File: config.mk
export PLATFORM = sky130hd
export DESIGN_NAME = ddr5_cmd_sequencer
export DESIGN_NICKNAME = d
export VERILOG_FILES = /design/src/rtl/ddr5_sched_pkg.sv /design/src/rtl/ddr5_down_counter.sv /design/src/rtl/ddr5_cmd_sequencer.sv
export SDC_FILE = /design/constraint.sdc
export NUM_CORES = 1
export LEC_CHECK = 0
export ABC_AREA = 0
export CAP_MARGIN = 40
export CORE_MARGIN = 1.5
export CORE_UTILIZATION = 55
export CTS_BUF_LIST = sky130_fd_sc_hd__clkbuf_4 sky130_fd_sc_hd__clkbuf_8
export DETAILED_ROUTE_END_ITERATION = 7
export GPL_ROUTABILITY_DRIVEN = 0
export PLACE_DENSITY = 0.82
export SLEW_MARGIN = 20
export SYNTH_ARGS = -nofsm -noshare
export SYNTH_HDL_FRONTEND = slang
export SYNTH_SLANG_ARGS = --single-unit
File: constraint.sdc
create_clock -name clock -period 2.5 [get_ports clock]
set_clock_uncertainty 0.05 [all_clocks]
set_input_delay 0.375 -clock clock [delete_from_list [all_inputs] [get_ports clock]]
set_output_delay 0.375 -clock clock [all_outputs]
set_load 0.05 [all_outputs]
File: src/rtl/ddr5_sched_pkg.sv
// Shared types, default JEDEC timings and address widths for the DDR5 command sequencer.
package ddr5_sched_pkg;

    localparam int BG_WIDTH  = 3;
    localparam int BA_WIDTH  = 2;
    localparam int ROW_WIDTH = 16;
    localparam int COL_WIDTH = 8;

    localparam int DEF_TRCD   = 39;
    localparam int DEF_TCL    = 40;
    localparam int DEF_TCWD   = 38;
    localparam int DEF_TBURST = 8;
    localparam int DEF_TRTP   = 18;
    localparam int DEF_TWR    = 48;
    localparam int DEF_TRAS   = 76;
    localparam int DEF_TRP    = 39;
    localparam int DEF_TRC    = 115;
    localparam int DEF_TRFC   = 295;
    localparam int DEF_TREFI  = 3900;

    typedef enum logic [2:0] {
        CMD_NOP = 3'd0,
        CMD_ACT = 3'd1,
        CMD_RD  = 3'd2,
        CMD_WR  = 3'd3,
        CMD_PRE = 3'd4,
        CMD_REF = 3'd5
    } cmd_op_t;

    typedef enum logic [2:0] {
        IDLE,
        ACT_W,
        COL,
        COL_W,
        PRE_W,
        REF_W
    } state_t;

    typedef struct packed {
        logic [BG_WIDTH-1:0]  bg;
        logic [BA_WIDTH-1:0]  ba;
        logic [ROW_WIDTH-1:0] row;
        logic [COL_WIDTH-1:0] col;
    } addr_t;

    // Bits needed to hold a counter that is loaded with max_val.
    function automatic int cnt_width(input int max_val);
        return $clog2(max_val + 1);
    endfunction

endpackage

File: src/rtl/ddr5_down_counter.sv
// Saturating timing down-counter: load a value, count to zero, then hold.
// zero: constraint satisfied now; last: constraint satisfied from the next cycle.
module ddr5_down_counter #(
    parameter int WIDTH = 8
) (
    input  logic             clock,
    input  logic             reset,
    input  logic             load,
    input  logic [WIDTH-1:0] value,
    output logic             zero,
    output logic             last
);

    logic [WIDTH-1:0] count;

    always_ff @(posedge clock) begin
        if (reset) begin
            count <= '0;
        end else if (load) begin
            count <= value;
        end else if (count != '0) begin
            count <= count - WIDTH'(1);
        end
    end

    assign zero = (count == '0);
    assign last = (count == WIDTH'(1));

endmodule

File: src/rtl/ddr5_cmd_sequencer.sv
// Single-bank closed-page DDR5 command sequencer (ACT, RD/WR, PRE with timing counters).
// Periodic refresh insertion is built only when DDR5_REFRESH_EN is defined.
module ddr5_cmd_sequencer
    import ddr5_sched_pkg::*;
#(
    parameter int TRCD   = DEF_TRCD,
    parameter int TCL    = DEF_TCL,
    parameter int TCWD   = DEF_TCWD,
    parameter int TBURST = DEF_TBURST,
    parameter int TRTP   = DEF_TRTP,
    parameter int TWR    = DEF_TWR,
    parameter int TRAS   = DEF_TRAS,
    parameter int TRP    = DEF_TRP,
    parameter int TRC    = DEF_TRC
`ifdef DDR5_REFRESH_EN
    ,
    parameter int TRFC   = DEF_TRFC,
    parameter int TREFI  = DEF_TREFI
`endif
) (
    input  logic                 clock,
    input  logic                 reset,
    input  logic                 req_valid,
    output logic                 req_ready,
    input  logic                 req_write,
    input  logic [BG_WIDTH-1:0]  req_bg,
    input  logic [BA_WIDTH-1:0]  req_ba,
    input  logic [ROW_WIDTH-1:0] req_row,
    input  logic [COL_WIDTH-1:0] req_col,
    output logic                 cmd_valid,
    output logic [2:0]           cmd_op,
    output logic [BG_WIDTH-1:0]  cmd_bg,
    output logic [BA_WIDTH-1:0]  cmd_ba,
    output logic [ROW_WIDTH-1:0] cmd_row,
    output logic [COL_WIDTH-1:0] cmd_col,
    output logic                 done,
    output logic                 busy
);

    // Write recovery is measured from the WR command, covering CWL and the burst.
    localparam int WR_TO_PRE = TCWD + TBURST + TWR;
    localparam int RD_DATA   = TCL + TBURST;

    localparam int TRCD_W = cnt_width(TRCD);
    localparam int TRAS_W = cnt_width(TRAS);
    localparam int TRC_W  = cnt_width(TRC);
    localparam int TRTP_W = cnt_width(TRTP);
    localparam int TWR_W  = cnt_width(WR_TO_PRE);
    localparam int RDAT_W = cnt_width(RD_DATA);
    localparam int TRP_W  = cnt_width(TRP);

    state_t  state;
    state_t  state_next;
    cmd_op_t issue_op;
    logic    accept;
    logic    done_wr;
    addr_t   req_addr;
    addr_t   addr_q;
    addr_t   cmd_addr_q;
    logic    write_q;

    logic trcd_zero, trcd_last, tras_zero, tras_last, trc_zero, trc_last;
    logic trtp_zero, trtp_last, twr_zero, twr_last, trp_zero, trp_last;
    logic rdat_zero, rdat_last;
    logic trcd_ok, tras_ok, trc_ok, trtp_ok, twr_ok, trp_ok, trfc_ok;
    logic act_ok, pre_ok, ref_pending;

    assign req_addr = {req_bg, req_ba, req_row, req_col};

    ddr5_down_counter #(.WIDTH(TRCD_W)) u_trcd (
        .clock(clock), .reset(reset), .load(issue_op == CMD_ACT),
        .value(TRCD_W'(TRCD)), .zero(trcd_zero), .last(trcd_last)
    );
    ddr5_down_counter #(.WIDTH(TRAS_W)) u_tras (
        .clock(clock), .reset(reset), .load(issue_op == CMD_ACT),
        .value(TRAS_W'(TRAS)), .zero(tras_zero), .last(tras_last)
    );
    ddr5_down_counter #(.WIDTH(TRC_W)) u_trc (
        .clock(clock), .reset(reset), .load(issue_op == CMD_ACT),
        .value(TRC_W'(TRC)), .zero(trc_zero), .last(trc_last)
    );
    ddr5_down_counter #(.WIDTH(TRTP_W)) u_trtp (
        .clock(clock), .reset(reset), .load(issue_op == CMD_RD),
        .value(TRTP_W'(TRTP)), .zero(trtp_zero), .last(trtp_last)
    );
    ddr5_down_counter #(.WIDTH(TWR_W)) u_twr (
        .clock(clock), .reset(reset), .load(issue_op == CMD_WR),
        .value(TWR_W'(WR_TO_PRE)), .zero(twr_zero), .last(twr_last)
    );
    ddr5_down_counter #(.WIDTH(RDAT_W)) u_rdat (
        .clock(clock), .reset(reset), .load(issue_op == CMD_RD),
        .value(RDAT_W'(RD_DATA)), .zero(rdat_zero), .last(rdat_last)
    );
    ddr5_down_counter #(.WIDTH(TRP_W)) u_trp (
        .clock(clock), .reset(reset), .load(issue_op == CMD_PRE),
        .value(TRP_W'(TRP)), .zero(trp_zero), .last(trp_last)
    );

    // A command may be registered when its counter is zero now or reaches zero next cycle.
    assign trcd_ok = trcd_zero | trcd_last;
    assign tras_ok = tras_zero | tras_last;
    assign trc_ok  = trc_zero  | trc_last;
    assign trtp_ok = trtp_zero | trtp_last;
    assign twr_ok  = twr_zero  | twr_last;
    assign trp_ok  = trp_zero  | trp_last;

`ifdef DDR5_REFRESH_EN
    localparam int REFI_W = cnt_width(TREFI);
    localparam int TRFC_W = cnt_width(TRFC);

    logic refi_zero, refi_last, refi_expire, trfc_zero, trfc_last;

    // Free-running interval timer: reloads itself every time it reaches zero.
    ddr5_down_counter #(.WIDTH(REFI_W)) u_refi (
        .clock(clock), .reset(reset), .load(refi_zero),
        .value(REFI_W'(TREFI - 1)), .zero(refi_zero), .last(refi_last)
    );
    ddr5_down_counter #(.WIDTH(TRFC_W)) u_trfc (
        .clock(clock), .reset(reset), .load(issue_op == CMD_REF),
        .value(TRFC_W'(TRFC)), .zero(trfc_zero), .last(trfc_last)
    );

    assign refi_expire = (TREFI == 1) ? refi_zero : refi_last;
    assign trfc_ok     = trfc_zero | trfc_last;

    // A fresh expiry coinciding with the REF issue keeps the request pending.
    always_ff @(posedge clock) begin
        if (reset) begin
            ref_pending <= 1'b0;
        end else if (refi_expire) begin
            ref_pending <= 1'b1;
        end else if (issue_op == CMD_REF) begin
            ref_pending <= 1'b0;
        end
    end
`else
    assign ref_pending = 1'b0;
    assign trfc_ok     = 1'b1;
`endif

    assign act_ok    = trp_ok & trc_ok & trfc_ok;
    assign pre_ok    = tras_ok & (write_q ? twr_ok : trtp_ok);
    assign req_ready = !reset && (state == IDLE) && !ref_pending && act_ok;
    assign busy      = (state != IDLE) || !rdat_zero;

    always_ff @(posedge clock) begin
        if (reset) begin
            state <= IDLE;
        end else begin
            state <= state_next;
        end
    end

    always_comb begin
        state_next = state;
        issue_op   = CMD_NOP;
        accept     = 1'b0;
        done_wr    = 1'b0;
        case (state)
            IDLE: begin
                if (ref_pending && act_ok) begin
                    issue_op   = CMD_REF;
                    state_next = REF_W;
                end else if (req_valid && req_ready) begin
                    accept     = 1'b1;
                    issue_op   = CMD_ACT;
                    state_next = ACT_W;
                end
            end
            ACT_W: begin
                if (trcd_ok) begin
                    issue_op   = write_q ? CMD_WR : CMD_RD;
                    state_next = COL;
                end
            end
            COL, COL_W: begin
                if (pre_ok) begin
                    issue_op   = CMD_PRE;
                    done_wr    = write_q;
                    state_next = PRE_W;
                end else begin
                    state_next = COL_W;
                end
            end
            PRE_W, REF_W: state_next = IDLE;
            default:      state_next = IDLE;
        endcase
    end

    // Request fields are only consumed after an accept, so they carry no reset.
    always_ff @(posedge clock) begin
        if (accept) begin
            addr_q  <= req_addr;
            write_q <= req_write;
        end
    end

    always_ff @(posedge clock) begin
        if (reset) begin
            cmd_valid  <= 1'b0;
            cmd_op     <= CMD_NOP;
            cmd_addr_q <= '0;
            done       <= 1'b0;
        end else begin
            cmd_valid <= (issue_op != CMD_NOP);
            cmd_op    <= issue_op;
            if (issue_op == CMD_NOP || issue_op == CMD_REF) begin
                cmd_addr_q <= '0;
            end else begin
                cmd_addr_q <= accept ? req_addr : addr_q;
            end
            done <= done_wr | rdat_last;
        end
    end

    assign cmd_bg  = cmd_addr_q.bg;
    assign cmd_ba  = cmd_addr_q.ba;
    assign cmd_row = cmd_addr_q.row;
    assign cmd_col = cmd_addr_q.col;

endmodule

# Yosys cells after proc, flatten, opt, wreduce, memory -nomap -nowiden
# Cells that the tools add are included.
[classes]
n_addsub = 7
eq_ne = 17
n_mux = 29
bitwise = 9
reduce_logical = 39
[ops]
columns = ["op", "n"]
rows = [
  ["7-bit 2-to-1 mux", 6],
  ["6-bit 2-to-1 mux", 6],
  ["29-bit 2-to-1 mux", 1],
  ["7-bit by 1-bit equality test with 1-bit output, second input constant", 3],
  ["7-bit logical NOT", 3],
  ["7-bit nonzero test", 3],
  ["7-bit by 1-bit subtractor with 7-bit output, second input constant", 3],
  ["6-bit by 1-bit equality test with 1-bit output, second input constant", 3],
  ["6-bit logical NOT", 3],
  ["3-bit case mux with 3 select lines", 2],
  ["6-bit nonzero test", 3],
  ["6-bit by 1-bit subtractor with 6-bit output, second input constant", 3],
  ["2-bit nonzero test", 7],
  ["3-bit by 2-bit equality test with 1-bit output, second input constant", 4],
  ["3-bit 2-to-1 mux", 4],
  ["2-bit OR reduction", 6],
  ["5-bit 2-to-1 mux", 2],
  ["1-bit 2-to-1 mux", 7],
  ["1-bit OR", 7],
  ["3-bit by 1-bit equality test with 1-bit output, second input constant", 2],
  ["3-bit equality test, second input constant", 2],
  ["3-bit logical NOT", 2],
  ["3-bit nonzero test", 2],
  ["5-bit by 1-bit equality test with 1-bit output, second input constant", 1],
  ["11 further kinds", 16],
]
[totals]
reg_bits = 111
inputBits = 33
output_inout_bits = 36

# Depth between registers and ports, before layout
[depth]
ltp_word = 10
mapped_depth = 9

# Modules after synthesis
# A second synthesis with hierarchy kept.
[hier_totals]
cells_unflattened = 508
area_unflattened_um2 = 5173.7
[by_module_without_submodules]
columns = ["mod", "instances", "cells_per_inst", "area_per_inst_um2"]
rows = [
  ["ddr5_cmd_sequencer", 1, 173, 2348.5],
  ["ddr5_down_counter (u_tras ...)", 3, 55, 447.9],
  ["ddr5_down_counter (u_rdat ...)", 3, 45, 386.6],
  ["ddr5_down_counter (u_trtp)", 1, 35, 321.6],
]

# Worst setup path before layout
# No wires, ideal clock.
[synth_timing]
path_kind = "register to output"
startpoint = "register u_trp.count[2]"
endpoint = "output port req_ready"
t_arrival_ns = 1.476
required_ns = 2.075
setup_slack_ns = 0.599
stages_incl_launch_ff = 5
n_path_buf = 0
path_cell_list = "dfxtp_1 > nor4_1 > nand2_1 > nor3_1 > and2_1"
[synth_between]
elab_chain_len = 4
[synth_rtl]
columns = ["element", "line", "rtl"]
rows = [
  ["from (decl)", "ddr5_down_counter.sv:14", "logic [WIDTH-1:0] count;"],
  ["from (signal assigned)", "ddr5_down_counter.sv:20", "count <= value;"],
  ["from (signal assigned)", "ddr5_down_counter.sv:22", "count <= count - WIDTH'(1);"],
  ["6-bit by 1-bit equality test with 1-bit output or 6-bit logical NOT (tied branches)", "ddr5_down_counter.sv:27, ddr5_down_counter.sv:26", ""],
  ["1-bit OR (*)", "ddr5_cmd_sequencer.sv:105", "assign trp_ok = trp_zero | trp_last;"],
  ["1-bit AND (*)", "ddr5_cmd_sequencer.sv:141", "assign act_ok = trp_ok & trc_ok & trfc_ok;"],
  ["1-bit logical AND (*)", "ddr5_cmd_sequencer.sv:143", "assign req_ready = !reset && (state == IDLE) && !ref_pending && act_ok;"],
  ["to (decl)", "ddr5_cmd_sequencer.sv:24", "output logic req_ready,"],
]
# Every way passes the cells marked *; elsewhere a longest branch is shown, timed or not.

# Worst setup path in the final report
[layout_timing]
startpoint = "register u_trp.count[0]"
endpoint = "output port req_ready"
# Same word-level chain as after synthesis.

==> results.md <==
- Chip width: 91.76 um
- Total I/O pin count: 69
- Top cell type's share of synthesized area: 50.82%
- Static Leak: 2.264 nW
- Hpwl dp: 6.028 mm
- Layout Utilization: 69.81%
- Routed len/inst: 13.07 um
- RSZ-0062 raised after global routing: false
- Seq/Total Area, Yosys: 51.52%
- Pins Over Slew Limit: 0
- Starting Density: 56.36%
- Worst Path Arrival: 1.94 ns
- Port-buffer cells: 68
- First-pass GRT wire length: 15.35 mm
- Post-CTS sizing: 0
- Tcrit/Tclk final: 94.43%
- Vert. Die Dim: 91.76 um
- Hold_ws: 0.3918 ns
- Max_slew headroom: 54.61%
- Status: finished clean
- Hold Vio Cnt, Final: 0
- #FFs+latches synth: 111
- ANT cells: 0
- WS Path Type: reg -> out
- GR Overflow Total: 0
- Via density: 5.227
- Worst setup SP type: flip-flop
- Synth area leader: dfxtp_1
- Warnings from Yosys: 0
- Post-Synthesis Cells: 482
- Post-CTS setup buffer count: 0
- GRT Util Overall: 22.83%
- Synthesized net count: 535
- Ys async rst share: 0%
- Placed instance count: 645
- Worst-path fanout max: 4
- Top area cells in the synthesized netlist: dfxtp_1 51%, nand2_1 9.6%, ha_1 5.8%, a21oi_1 4.3%, nor3_1 3.2%
- WL final: 8.626 mm
- # hold bufs at CTS: 0
- Clock transition at path regs: 0.11 ns
- Finished Layout Cells: 660
- H-tree levels: 3
- Top_reg_cell synth: dfxtp_1
- Total CTS buffers: 9
- Clock root cell: clkbuf_8
- Req. time, crit path: 2.08 ns
- VDD IR max: 0.0005808 V
- Post-Syn Area: 4333 um2
- Library cells used by synthesis: 48
- ANT nets after route: 0
- Num Clock Sinks: 111
- Area Overhead vs Synth: 23.85%
- Clock latency on the worst-skew pair: 0.37 ns
- P per Cell Area: 1265 nW/um2
- Die area: 8420 um2
- Core area: 7687 um2
- CTS tree: yes
- First-pass DRT Iterations: 4
- Routed via count: 3450
- CTS max path bufs: 2
- NumNets Final: 607
- Iter 0 DRT Violations: 138
- HP Class: reg -> reg
- Fin crit period: 2.361 ns
- Max Freq: 423.6 MHz
- Rows: 32
- Mean post-synth cell area: 8.989 um2
- Final setup violation count: 0
- Initial antenna violation count: 0
- Post-Route Setup TNS: 0 ns
- Vias in the first global route: 3507
- Share of cells above drive strength 1: 7.885%
- Worst Setup End Kind: output pin
- Slew @ Worst Pin: 0.6779 ns
- Total of max-cap violations: 0
- EDFF count, synth: 1
- Remaining DRCs: 0
- Pin count of the biggest net entering global routing: 32
[state kept, by name, indices dropped and copies added (netlist names)]
name          flops
u_trtp.count      5
u_trc.count       7
cmd_col           8
u_rdat.count      6
cmd_valid         1
cmd_op            3
u_twr.count       7
state             3
cmd_ba            2
write_q           1
u_trcd.count      6
u_trp.count       6
cmd_row          16
u_tras.count      7
addr_q           29
cmd_bg            3
done              1
[final timing paths]
kind,endpoint,depth (start not counted),startpoint,slack (ns)
min,addr_q[13],2,addr_q[13],0.39
max,req_ready,6,u_trp.count[0],0.14
min reg2reg,addr_q[13],2,addr_q[13],0.39
max reg2reg,addr_q[28],7,state[1],0.40
[critical path, cell delays in order (launching register included)]
cell,delay (ns)
dfxtp_1,0.42
inv_1,0.09
ha_1,0.24
o21bai_1,0.33
nor3_1,0.12
and2_1,0.21
buf_12,0.15
[power by group]
| part | total [mW] | switching (mW) | internal, mW |
|---|---|---|---|
| clock | 0.994 | 0.618 | 0.376 |
| sequential | 2.75 | 0.375 | 2.37 |
| combinational | 3.05 | 1.74 | 1.31 |
| total | 6.79 | 2.73 | 4.06 |
[kinds of logic after synthesis]
logic type      Yosys count  share of synthesized area, %
fa+ha+maj                20                         5.775
buf+inv                  33                         3.523
xor+xnor                 22                         4.447
compound gates           85                         11.78
simple gates            203                         20.99
mux                       8                         1.964
flops                   111                         51.52
[cells in the mapped netlist, types with 4 or more instances]
cell type / instances
mux2i_1: 4
xnor2_1: 15
mux2_2: 4
o21ai_0: 25
ha_1: 20
o21ai_2: 10
nand2_1: 111
a21oi_1: 37
nor3_1: 28
dfxtp_1: 110
nor2_1: 33
nor4_1: 4
nor3b_1: 6
inv_1: 19
xor2_1: 7
clkbuf_1: 7
[cell usage in the layout, fill, tap and decap left out, drive strengths merged, types with 4 or more instances in the layout]
cell           instances
nand2                111
dfxtp                110
clkdlybuf4s50         66
a21oi                 37
o21ai                 35
nor2                  34
nor3                  29
inv                   21
ha                    20
xnor2                 15
clkbuf                 9
buf                    8
xor2                   7
nor3b                  6
nor4                   5
mux2i                  4
mux2                   4
[layout make-up]
| cell class | instances | area [um2] |
|---|---|---|
| clock buffer | 9 | 123.9 |
| clock inverter | 6 | 56.30 |
| fill | 577 | 2321 |
| inverter | 19 | 71.32 |
| multi-input combinational | 338 | 1972 |
| sequential | 111 | 2232 |
| tap | 102 | 127.6 |
| timing repair buffer | 75 | 783.3 |
[per-stage QoR]
stage,total power [mW],worst slack (ns),instance area [um2]
after detailed placement,5.783,0.3775,5169
after global placement,5.629,0.4090,5169
final,6.790,0.1391,5366
after floorplan,5.040,0.5990,4333
after global routing,7.386,0.02646,5366
after CTS,6.790,0.0008262,5349
[layer usage]
layer	part of all wire (%)	GRT usage, %	vias to the layer above	wire length, um
met3	6.4	6.302	14	548
met2	49	38.87	76	4213
met5	0	0	-	0
met4	1.8	9.487	0	154
met1	43	27.12	1597	3711
li1	-	-	1763	-
Note: power is estimated with default switching activity, not from simulation.
